--- src/rtl/wb_deserializer.sv ---
// rtl/wb_deserializer.sv - serial-to-parallel receiver with Wishbone register access and receive FIFO
//
// Ports:
//   CLK_I, RST_NI        clock (rising edge), asynchronous active-low reset
//   data_i, ena_i        serial bit (MSB first) and its per-cycle valid strobe
//   CYC_I, STB_I, WE_I   Wishbone classic cycle / strobe / write-enable
//   ADR_I[1:0]           0 RXDATA (RO, pops), 1 STATUS (W1C bits 2-3), 2 CTRL, 3 invalid
//   DAT_I[31:0]          write data
//   ACK_O, ERR_O         one-cycle registered response
//   DAT_O[31:0]          read data, held until the next response
//   irq_o                FIFO non-empty and CTRL.irq_en
module wb_deserializer #(
    parameter int DATA_WIDTH = 8,
    parameter int FIFO_DEPTH = 4
) (
    input  logic        CLK_I,
    input  logic        RST_NI,
    input  logic        data_i,
    input  logic        ena_i,
    input  logic        CYC_I,
    input  logic        STB_I,
    input  logic        WE_I,
    input  logic [1:0]  ADR_I,
    input  logic [31:0] DAT_I,
    output logic        ACK_O,
    output logic        ERR_O,
    output logic [31:0] DAT_O,
    output logic        irq_o
);

    localparam int AW = $clog2(FIFO_DEPTH);
    localparam int CW = AW + 1;
    localparam int BW = (DATA_WIDTH > 1) ? $clog2(DATA_WIDTH) : 1;
    localparam logic [BW-1:0] LAST_BIT = BW'(DATA_WIDTH - 1);
    localparam logic [CW-1:0] DEPTH_C  = CW'(FIFO_DEPTH);

    logic [DATA_WIDTH-1:0] r_mem [FIFO_DEPTH];
    logic [AW-1:0]         r_rd_ptr;
    logic [AW-1:0]         r_wr_ptr;
    logic [CW-1:0]         r_count;
    logic [DATA_WIDTH-1:0] r_shift;
    logic [BW-1:0]         r_bit_cnt;
    logic                  r_rx_en;
    logic                  r_irq_en;
    logic                  r_ovf;
    logic                  r_frame_err;
    logic                  r_ack;
    logic                  r_err;
    logic [31:0]           r_dat;

    logic                  w_req;
    logic                  w_bus_err;
    logic                  w_bus_ack;
    logic                  w_empty;
    logic                  w_full;
    logic                  w_pop;
    logic                  w_flush;
    logic                  w_ctrl_wr;
    logic                  w_w1c_ovf;
    logic                  w_w1c_ferr;
    logic                  w_bit_en;
    logic                  w_word_done;
    logic                  w_push;
    logic                  w_ovf_set;
    logic                  w_ferr_set;
    logic [DATA_WIDTH-1:0] w_shift_next;
    logic [31:0]           w_status;
    logic [31:0]           w_rdata;
    logic                  w_unused;

    // A new request is only taken while no response is on the bus, so a
    // held strobe is answered every other cycle.
    assign w_req     = CYC_I & STB_I & ~r_ack & ~r_err;
    assign w_bus_err = w_req & (((ADR_I == 2'd0) & WE_I) | (ADR_I == 2'd3));
    assign w_bus_ack = w_req & ~w_bus_err;

    assign w_empty   = (r_count == '0);
    assign w_full    = (r_count == DEPTH_C);

    assign w_pop      = w_bus_ack & (ADR_I == 2'd0) & ~WE_I & ~w_empty;
    assign w_ctrl_wr  = w_bus_ack & (ADR_I == 2'd2) & WE_I;
    assign w_flush    = w_ctrl_wr & DAT_I[2];
    assign w_w1c_ovf  = w_bus_ack & (ADR_I == 2'd1) & WE_I & DAT_I[2];
    assign w_w1c_ferr = w_bus_ack & (ADR_I == 2'd1) & WE_I & DAT_I[3];

    assign w_bit_en     = r_rx_en & ena_i;
    assign w_word_done  = w_bit_en & (r_bit_cnt == LAST_BIT);
    assign w_shift_next = (r_shift << 1) | DATA_WIDTH'(data_i);

    // A completing word is kept only if there is room or the same edge pops;
    // a flush on that edge discards it without touching the sticky flags.
    assign w_push     = w_word_done & ~w_flush & (~w_full | w_pop);
    assign w_ovf_set  = w_word_done & ~w_flush & w_full & ~w_pop;
    assign w_ferr_set = r_rx_en & ~ena_i & (r_bit_cnt != '0) & ~w_flush;

    assign w_unused = &{1'b0, DAT_I[31:4]};

    always_comb begin
        w_status             = '0;
        w_status[0]          = w_empty;
        w_status[1]          = w_full;
        w_status[2]          = r_ovf;
        w_status[3]          = r_frame_err;
        w_status[8 +: CW]    = r_count;
    end

    always_comb begin
        w_rdata = '0;
        if (!WE_I) begin
            case (ADR_I)
                2'd0:    w_rdata = w_empty ? 32'd0 : 32'(r_mem[r_rd_ptr]);
                2'd1:    w_rdata = w_status;
                2'd2:    w_rdata = {30'd0, r_irq_en, r_rx_en};
                default: w_rdata = '0;
            endcase
        end
    end

    // Storage array is left unreset; the pointers and count define validity.
    always_ff @(posedge CLK_I) begin
        if (w_push) begin
            r_mem[r_wr_ptr] <= w_shift_next;
        end
    end

    always_ff @(posedge CLK_I or negedge RST_NI) begin
        if (!RST_NI) begin
            r_rd_ptr    <= '0;
            r_wr_ptr    <= '0;
            r_count     <= '0;
            r_shift     <= '0;
            r_bit_cnt   <= '0;
            r_rx_en     <= 1'b0;
            r_irq_en    <= 1'b0;
            r_ovf       <= 1'b0;
            r_frame_err <= 1'b0;
            r_ack       <= 1'b0;
            r_err       <= 1'b0;
            r_dat       <= '0;
        end else begin
            r_ack <= w_bus_ack;
            r_err <= w_bus_err;
            if (w_bus_ack || w_bus_err) begin
                r_dat <= w_bus_err ? 32'd0 : w_rdata;
            end

            if (w_ctrl_wr) begin
                r_rx_en  <= DAT_I[0];
                r_irq_en <= DAT_I[1];
            end

            // Counter advances only mid-word; completion, flush, a dropped
            // strobe (framing error) or rx disabled all return it to 0.
            if (w_bit_en) begin
                r_shift <= w_shift_next;
            end
            if (w_bit_en && !w_flush && !w_word_done) begin
                r_bit_cnt <= r_bit_cnt + 1'b1;
            end else begin
                r_bit_cnt <= '0;
            end

            if (w_flush) begin
                r_rd_ptr <= '0;
                r_wr_ptr <= '0;
                r_count  <= '0;
            end else begin
                if (w_push) begin
                    r_wr_ptr <= r_wr_ptr + 1'b1;
                end
                if (w_pop) begin
                    r_rd_ptr <= r_rd_ptr + 1'b1;
                end
                case ({w_push, w_pop})
                    2'b10:   r_count <= r_count + 1'b1;
                    2'b01:   r_count <= r_count - 1'b1;
                    default: r_count <= r_count;
                endcase
            end

            // Set wins over a write-1-to-clear on the same edge.
            r_ovf       <= w_ovf_set  | (r_ovf       & ~w_w1c_ovf);
            r_frame_err <= w_ferr_set | (r_frame_err & ~w_w1c_ferr);
        end
    end

    assign ACK_O = r_ack;
    assign ERR_O = r_err;
    assign DAT_O = r_dat;
    assign irq_o = r_irq_en & ~w_empty;

endmodule

--- config.mk ---
export PLATFORM = sky130hd
export DESIGN_NAME = wb_deserializer
export DESIGN_NICKNAME = d
export VERILOG_FILES = /design/src/rtl/wb_deserializer.sv
export SDC_FILE = /design/constraint.sdc
export NUM_CORES = 1
export LEC_CHECK = 0
export CAP_MARGIN = 20
export CORE_ASPECT_RATIO = 0.9
export CORE_UTILIZATION = 50
export CTS_CLUSTER_SIZE = 14
export DETAILED_ROUTE_END_ITERATION = 6
export PLACE_DENSITY = 0.87
export SLEW_MARGIN = 20
export SYNTH_ARGS = -nofsm -noshare
export SYNTH_HDL_FRONTEND = slang
export SYNTH_SLANG_ARGS = --single-unit
--- constraint.sdc ---
create_clock -name CLK_I -period 3.1 [get_ports CLK_I]
set_input_delay 0.775 -clock CLK_I [delete_from_list [all_inputs] [get_ports CLK_I]]
set_output_delay 0.775 -clock CLK_I [all_outputs]
set_load 0.01 [all_outputs]
* After elaboration in Yosys (flattened, before gate mapping)
Memory sizes are Yosys's and may differ from the RTL's.
Index checks and enable logic that the tools add are counted.
W data, S select, Z words.
** Storage, ports and cells
- Input port bits :: 41
- Output and inout port bits :: 35
- Flip-flop bits (word level) :: 55
- Memory bits (writable) :: 32
- Memories :: 1
- Word-level logic and storage cells :: 93
** Cells by class
- Add/subtract/negate cells :: 5
- Equality and inequality tests :: 7
- Reductions and logical operators :: 11
- Bitwise logic cells :: 44
- Muxes and demuxes :: 13
** Memories
- r_mem :: words 4, bits a word 8, read ports 1, clocked after memory_dff 0, wr ports 1, line 37 : logic [DATA_WIDTH-1:0] r_mem [FIFO_DEPTH];
** Operators with widths (number)
- $pmux W11 S3 :: 1
- $mux W32 :: 1
- $and A1 B1 Y1 :: 28
- $mux W11 :: 1
- $not A1 Y1 :: 11
- $mux W2 :: 4
- $mux W8 :: 1
- $or A8 B1 Y8 :: 1
- $add A3 B1 Y3 const B :: 2
- $eq A2 B2 Y1 const B :: 3
- $eq A3 B3 Y1 const B :: 2
- $mux W3 :: 2
- $pmux W3 S2 :: 1
- $reduce_bool A3 Y1 :: 2
- $add A2 B1 Y2 const B :: 2
- $eq A2 B1 Y1 const B :: 2
- $or A1 B1 Y1 :: 4
- $reduce_bool A2 Y1 :: 2
- $logic_not A3 Y1 :: 1
- $sub A3 B1 Y3 const B :: 1
- $logic_and A1 B1 Y1 :: 2
- $logic_not A1 Y1 :: 2
- $logic_not A2 Y1 :: 1
- $mux W1 :: 2
- $logic_or A1 B1 Y1 :: 1

* Longest topological paths before layout
Gate-level depths: netlist of run 1.
- Depth in word-level cells :: 15
- Mapped depth :: 8
- Depth with buffers taken out :: 8

* Least setup slack after synthesis of run 1
No wires, ideal clock.
- Path type :: in2reg
- Start point :: input ADR_I[1]
- End point :: memory r_mem[0][0], enable pin
- Buffers on the path :: 2
- Arrival :: 1969 ps
- Setup time :: 332 ps
- Required time :: 2768 ps
- Path slack :: 799 ps
- Cell stages on the path :: 6
- Cells stage by stage :: buf_2 -> and2b_1 -> and4_4 -> buf_6 -> nor3_4 -> and2_1
** Between the ends
- Cells in the longest elaborated chain, start to end :: 14
- Elaborated cells on any way between the ends :: 20
- Those cells by class :: eq/ne: 2; mux: 2; bitwise: 15; reduce/logical: 1
** RTL lines
- from (decl) :: line 23 : input logic [1:0] ADR_I,
- $logic_not A2 Y1 :: line 74, 80
- $and A1 B1 Y1 :: line 74 : assign w_bus_err = w_req & (((ADR_I == 2'd0) & WE_I) | (ADR_I == 2'd3));
- $or A1 B1 Y1 :: line 74
- $and A1 B1 Y1 :: line 74
- $not A1 Y1 :: line 75 : assign w_bus_ack = w_req & ~w_bus_err;
- $and A1 B1 Y1 :: line 75
- $and A1 B1 Y1 (2 in series) :: line 81 : assign w_ctrl_wr = w_bus_ack & (ADR_I == 2'd2) & WE_I;
- $and A1 B1 Y1 :: line 82 : assign w_flush = w_ctrl_wr & DAT_I[2];
- $not A1 Y1 :: line 92 : assign w_push = w_word_done & ~w_flush & (~w_full | w_pop);
- $and A1 B1 Y1 :: line 92
- $and A1 B1 Y1 (*) :: line 92
- $mux W1 (*) :: line 121 : if (w_push) begin
- $mux W1 (implied by the code) (*) :: line 122 : r_mem[r_wr_ptr] <= w_shift_next;
- to (decl) :: line 37
Mark *: on every way between the ends. The rest lies on a longest branch, timed or not.

* Worst setup path after layout of run 1
- Start point :: register r_count[1]
- End point :: output irq_o
** Between the ends
- Cells in the longest elaborated chain, start to end :: 3
** RTL lines
- from (decl) :: line 40 : logic [CW-1:0] r_count;
- from (signal assigned) :: line 175 : 2'b10: r_count <= r_count + 1'b1;
- from (signal assigned) :: line 176 : 2'b01: r_count <= r_count - 1'b1;
- from (signal assigned) :: line 177 : default: r_count <= r_count;
- $logic_not A3 Y1 :: line 77 : assign w_empty = (r_count == '0);
- $not A1 Y1 :: line 190 : assign irq_o = r_irq_en & ~w_empty;
- $and A1 B1 Y1 :: line 190
- to (decl) :: line 28 : output logic irq_o
Every way passes these cells.

==> results.md, run 1 <==
- Warnings, synthesis: 0
- DR top layer: met4
- Setup Fix Bufs, Post-CTS: 0
- Layout Cells excl Fill: 330
- Most common flop cell mapped by yosys: dfrtp_1
- Final Setup Violations: 0
- Post-synth EDFFs: 32
- Max Cap Viol: 0
- Worst setup path end: irq_o
- Multi-input gate area: 1110 µm²
- Core area: 5820 µm²
- Row cnt: 26
- Fin worst setup slack: 0.270 ns
- Max Fclk: 0.353 GHz
- Flop2flop setup slack: 0.92 ns
- Ys async rst share: 51.5%
- Post-Syn Area per Cell: 14.2 µm²
- Worst setup EP type: output port
- Num CTS Buffers: 9
- Setup WS pre-CTS: 0.166 ns
- DP Wirelength: 3850 µm
- CTS tree: done
- DIE AREA: 6500 µm²
- Critical path fanouts, max: 7
- WP data required: 2.32 ns
- Commonest non-fill, non-tap cell in the layout: dfrtp_1
- Worst hold margin: 0.473 ns
- Fillers: 405
- ANT cells: 0
- Antenna violations before repair: 0
- Final Cell Area: 3550 µm²
- CTS Sinks: 66
- Share of cells above drive strength 1: 20.4%
- Clock skew: 0.00760 ns
- R2R depth: 6
- Status: finished with violations
- Tcrit/Tclk final: 91.3%
- Power Dens Cells: 546 nW/µm²
- Leak pwr: 1.44 nW
- #FFs+latches synth: 66
- Slew Limit Fails: 0
- Crit path arrival time: 2.06 ns
- Synth-to-Final Area Change: 14.9%
- Total gr overflow: 0
- Root Driver: clkbuf_8
- Final Hold Viols: 0
- Pwr Total: 1.94 mW
- Cells after Synth: 218
- Final nets: 304
- Vias after detailed routing: 1,815
- Clock transition at path regs: 0.08 ns
- Crit path from: r_count[1]
- WL per Instance: 16.3 µm
- Minimum clock period after layout: 2.83 ns
- Clock Path Buffers: 2
- Worst VDD drop: 0.257 mV
- Via/cell ratio: 5.50
- I/O Buffers: 26
- Crit path launch type: flop
- Largest net degree at the start of global routing: 35
- Global Route Usage Sum: 18.3%
- Wire length on met2: 2690 µm
- Actual transition at the worst max-transition pin: 0.564 ns
- Die W: 84.9 µm
- Worst R2R End: r_count[2]
- Register area: 1810 µm²
- Placed cells: 314
- Die H: 76.6 µm
- Vias in the first global route: 1,748
- Hold_buf cts: 0
- Share of the synthesized area in the top cell type: 31.1%
- Mapped cell area: 3090 µm²
- FF-to-FF Start: r_count[1]
- Worst setup path category: reg -> out
- Routed WL: 5370 µm
- RSZ-0062 raised after global routing: no
- Skew-Pair Late Insertion Delay: 0.35 ns
- Post-route ant nets: 0
- Failing checks: DRC
- Routability cong.: 0.835
- Synth area leader: edfxtp_1
- Hold Path Class: reg -> reg
- Most frequent cells in the layout: dfrtp_1, edfxtp_1, clkdlybuf4s50_1
- Setup TNS: 0 ns
- H-tree depth reported by CTS: 3
- Post-Route Utilization: 61.0%
- Starting Density: 53.1%
- Resize count post-CTS: 0
- DRC: 9
- Synth top area cells: edfxtp_1, dfrtp_1, mux4_2, buf_4, mux2_2
- Slew headroom: 62.4%
- First-pass GRT wire length: 8550 µm
- Ports: 76
- DP Area: 3370 µm²
- Met3 wire length: 206 µm
- WL met1: 2340 µm
- DRT Pass-1 Iters: 7
- Register area share after synthesis: 58.6%
- Iter 0 DRT Violations: 74
- Distinct cell type count after synthesis: 48
## cells in the mapped netlist, types with 2 or more instances
library cell,number
nand2b_1,3
nor4b_1,3
a22oi_1,2
buf_6,3
nand4_1,3
o21ai_0,5
nor3b_1,2
mux2i_1,3
buf_2,3
and2_1,6
and4_4,2
a22o_1,7
nor3_4,2
nand2_1,10
dfrtp_1,34
a21oi_1,3
mux4_2,8
inv_1,5
clkbuf_1,2
buf_4,23
nor2_1,9
ha_1,7
mux2_2,9
nand3_1,7
edfxtp_1,32
or3_1,3
## per-layer routing
| layer | GRT usage, % | vias to the layer above |
|---|---|---|
| met2 | 29.9 | 58 |
| met3 | 4.98 | 9 |
| li1 | - | 843 |
| met4 | 11.4 | 0 |
| met1 | 21.3 | 905 |
| met5 | 0 | - |
## state kept, by name (all words and copies together) (netlist names)
register and cells:
r_mem 32, DAT_O 11, r_shift 7, r_bit_cnt 3, r_count 3, r_rd_ptr 2, r_wr_ptr 2, ACK_O 1
ERR_O 1, r_frame_err 1, r_irq_en 1, r_ovf 1, r_rx_en 1
## worst max-delay path, cell delays in order (launching register included)
cell and delay, ns:
dfrtp_1 0.46, or3_1 0.55, and2_1 0.23, clkdlybuf4s50_1 0.47
## power by group
part / switching [mW] / leakage (nW) / internal (mW) / total [mW]
clock network: 0.338 / 0.0937 / 0.319 / 0.658
logic: 0.0848 / 0.603 / 0.0925 / 0.177
registers: 0.0757 / 0.746 / 1.03 / 1.10
## cells by family after synthesis
| group | Yosys count | share of synthesized area, % |
|---|---|---|
| simple gates | 59 | 11.9 |
| other cells | 1 | 0.121 |
| mux | 21 | 10.6 |
| compound gates | 25 | 6.68 |
| buf+inv | 36 | 8.02 |
| flops | 66 | 58.6 |
| fa+ha+maj | 8 | 3.48 |
| xor+xnor | 2 | 0.567 |
## final cells by class
| type | count | share of cell area (%) |
|---|---|---|
| Clock buffer | 10 | 3.87 |
| Clock inverter | 6 | 1.34 |
| Inverter | 5 | 0.528 |
| Multi-Input combinational cell | 136 | 31.1 |
| Sequential cell | 66 | 51.0 |
| Tap cell | 70 | 2.47 |
| Timing Repair Buffer | 37 | 9.65 |
## worst min path at each step
stage,to,slack [ns],start,depth (start not counted)
2_1_floorplan,r_bit_cnt[0],0.44,r_bit_cnt[0],1
5_1_grt,DAT_O[8],0.51,DAT_O[8],1
6_report,r_bit_cnt[0],0.47,r_bit_cnt[0],1
4_1_cts,r_bit_cnt[0],0.47,r_bit_cnt[0],1
3_3_place_gp,r_bit_cnt[0],0.46,r_bit_cnt[0],1
3_5_place_dp,r_bit_cnt[0],0.46,r_bit_cnt[0],1
No activity file was read; power rests on OpenSTA's default activity.
==> inputs of run 2 (changes only) <==
Settings changed: CORE_UTILIZATION 50 to 44, PLACE_DENSITY 0.87 to 0.81.
Clock period 3.1 ns to 2.6 ns, I/O delays scaled along.
==> run 2 against run 1 <==
Net effect:
- the run now ends clean
- count of clock-buffer cells in the layout up 1
- power rose by 27%
- flip-flop and latch count unchanged
- critical path type unchanged
- largest cell class unchanged
==> results.md, run 2 (same netlist as run 1, synthesis figures left out) <==
- Clock transition at path regs: 0.07 ns (was 0.08 ns)
- Leak pwr: 1.51 nW (was 1.44 nW)
- Core area: 6690 µm² (was 5820 µm²)
- Vias in the first global route: 1,842 (was 1,748)
- Minimum clock period after layout: 2.51 ns
- Tcrit/Tclk final: 96.4%
- Number of flip-flops in the largest register: 32 (unchanged)
- Critical path fanouts, max: 8 (was 7)
- Worst setup path category: reg -> out (unchanged)
- Root Driver: clkbuf_8 (unchanged)
- CTS tree: done (unchanged)
- Hold Path Class: reg -> reg (unchanged)
- Antenna violations before repair: 0 (unchanged)
- WL per Instance: 15.4 µm (was 16.3 µm)
- Max Cap Viol: 0 (unchanged)
- Largest net degree at the start of global routing: 35 (unchanged)
- Via/cell ratio: 5.14 (was 5.50)
- First-pass GRT wire length: 9160 µm (was 8550 µm)
- Clock skew: 0.00964 ns (was 0.00760 ns)
- Num CTS Buffers: 9 (unchanged)
- Die W: 90.3 µm (was 84.9 µm)
- DP Area: 3520 µm² (was 3370 µm²)
- WP data required: 1.95 ns (was 2.32 ns)
- Max Fclk: 0.399 GHz
- Worst hold margin: 0.479 ns (was 0.473 ns)
- Commonest non-fill, non-tap cell in the layout: dfrtp_1 (unchanged)
- Worst VDD drop: 0.333 mV (was 0.257 mV)
- Die H: 81.5 µm (was 76.6 µm)
- CTS Sinks: 66 (unchanged)
- Slowest CP cell: dfrtp_1 (was or3_1)
- Final Hold Viols: 0 (unchanged)
- Crit path arrival time: 1.86 ns (was 2.06 ns)
- Synth-to-Final Area Change: 20.7% (was 14.9%)
- Starting Density: 46.2% (was 53.1%)
- Final Setup Violations: 0 (unchanged)
- Placed cells: 344 (was 314)
- Iter 0 DRT Violations: 79 (was 74)
- H-tree depth reported by CTS: 3 (unchanged)
- Final nets: 314 (was 304)
- I/O Buffers: 26 (unchanged)
- Worst setup EP type: output port (unchanged)
- ANT cells: 0 (unchanged)
- DP Wirelength: 3970 µm (was 3850 µm)
- Family with the most delay on the worst path: simple AND/OR/NAND/NOR gates (unchanged)
- RSZ-0062 raised after global routing: no (unchanged)
- Worst path cell trace: or3_1 > and2_1 > clkdlybuf4s50_1 (unchanged)
- DIE AREA: 7360 µm² (was 6500 µm²)
- Share of cells above drive strength 1: 22.6% (was 20.4%)
- Slowest cell delay on critical path: 0.47 ns (was 0.55 ns)
- Routed WL: 5540 µm (was 5370 µm)
- Ports: 76 (unchanged)
- CP bufs+invs: 1 (unchanged)
- DRC: 0 (was 9)
- Power Dens Cells: 658 nW/µm² (was 546 nW/µm²)
- Status: completed (was finished with violations)
- Most frequent cells in the layout: dfrtp_1, edfxtp_1, clkdlybuf4s50_1 (unchanged)
- Total gr overflow: 0 (unchanged)
- Skew-Pair Late Insertion Delay: 0.34 ns (was 0.35 ns)
- Row cnt: 28 (was 26)
- Global Route Usage Sum: 16.7% (was 18.3%)
- Hold_buf cts: 0 (unchanged)
- Routability cong.: 0.842 (was 0.835)
- Fillers: 544 (was 405)
- Final Cell Area: 3730 µm² (was 3550 µm²)
- Layout Cells excl Fill: 360 (was 330)
- Clock Path Buffers: 2 (unchanged)
- Largest register by flop count: r_mem (unchanged)
- Post-route ant nets: 0 (unchanged)
- DRT Pass-1 Iters: 4 (was 7)
- Slew Limit Fails: 0 (unchanged)
- Vias after detailed routing: 1,850 (was 1,815)
- Crit path launch type: flop (unchanged)
-- run 2: cell types whose count changed in the layout (fill, tap and decap cells not counted), moves of 2 or more --
cell and change:
buf_12 +4, inv_6 -3, bufinv_16 +2, buf_4 +6, clkbuf_1 +2
-- run 2: layout make-up --
type	instances	area (µm²)	area share, %
Timing Repair Buffer	47	468	12.5
Tap cell	90	113	3.02
Inverter	5	18.8	0.503
Clock buffer	11	131	3.52
Sequential cell	66	1810	48.6
Multi-Input combinational cell	136	1110	29.7
Clock inverter	5	80.1	2.15
-- run 2: what timing repair did --
action                     4_1_cts  5_1_grt
setup buffers                    0        0
resized for setup                0        1
setup endpoints to repair        0        1
-- run 2: routing by layer --
metal	GRT usage, %	part of all wire, %	vias up
li1	-	-	864
met1	21.1	45	915
met5	0	0	-
met2	27.0	49	61
met4	8.87	1.8	0
met3	4.35	4.3	10
-- run 2: power by group --
part | internal [mW] | switching (mW) | leakage, nW
sequential | 1.23 | 0.0933 | 0.744
clock | 0.539 | 0.382 | 0.101
combinational | 0.113 | 0.101 | 0.666
total | 1.88 | 0.576 | 1.51
-- run 2: path summary, 6_finish.rpt --
check                              from           end  slack, ns  cells past startpoint
hold / removal             r_bit_cnt[0]  r_bit_cnt[0]       0.48                      1
min in group asynchronous        RST_NI   r_wr_ptr[1]       0.72                      2
hold reg to reg            r_bit_cnt[0]  r_bit_cnt[0]       0.48                      1
max in group asynchronous        RST_NI    r_count[1]       1.54                      2
setup reg to reg             r_count[0]    r_count[2]       0.47                      7
setup / recovery             r_count[0]         irq_o       0.09                      3
-- run 2: through the flow --
stage	setup WS (ns)	setup TNS (ns)	utilization [%]	power, mW
2_1_floorplan	0.424	0	-	1.47
3_3_place_gp	0.0359	0	52.6	1.53
3_5_place_dp	-0.0153	-0.190	52.6	1.55
4_1_cts	0.0434	0	55.7	2.47
5_1_grt	0.00827	0	55.7	2.55
6_report	0.0933	0	55.7	2.45
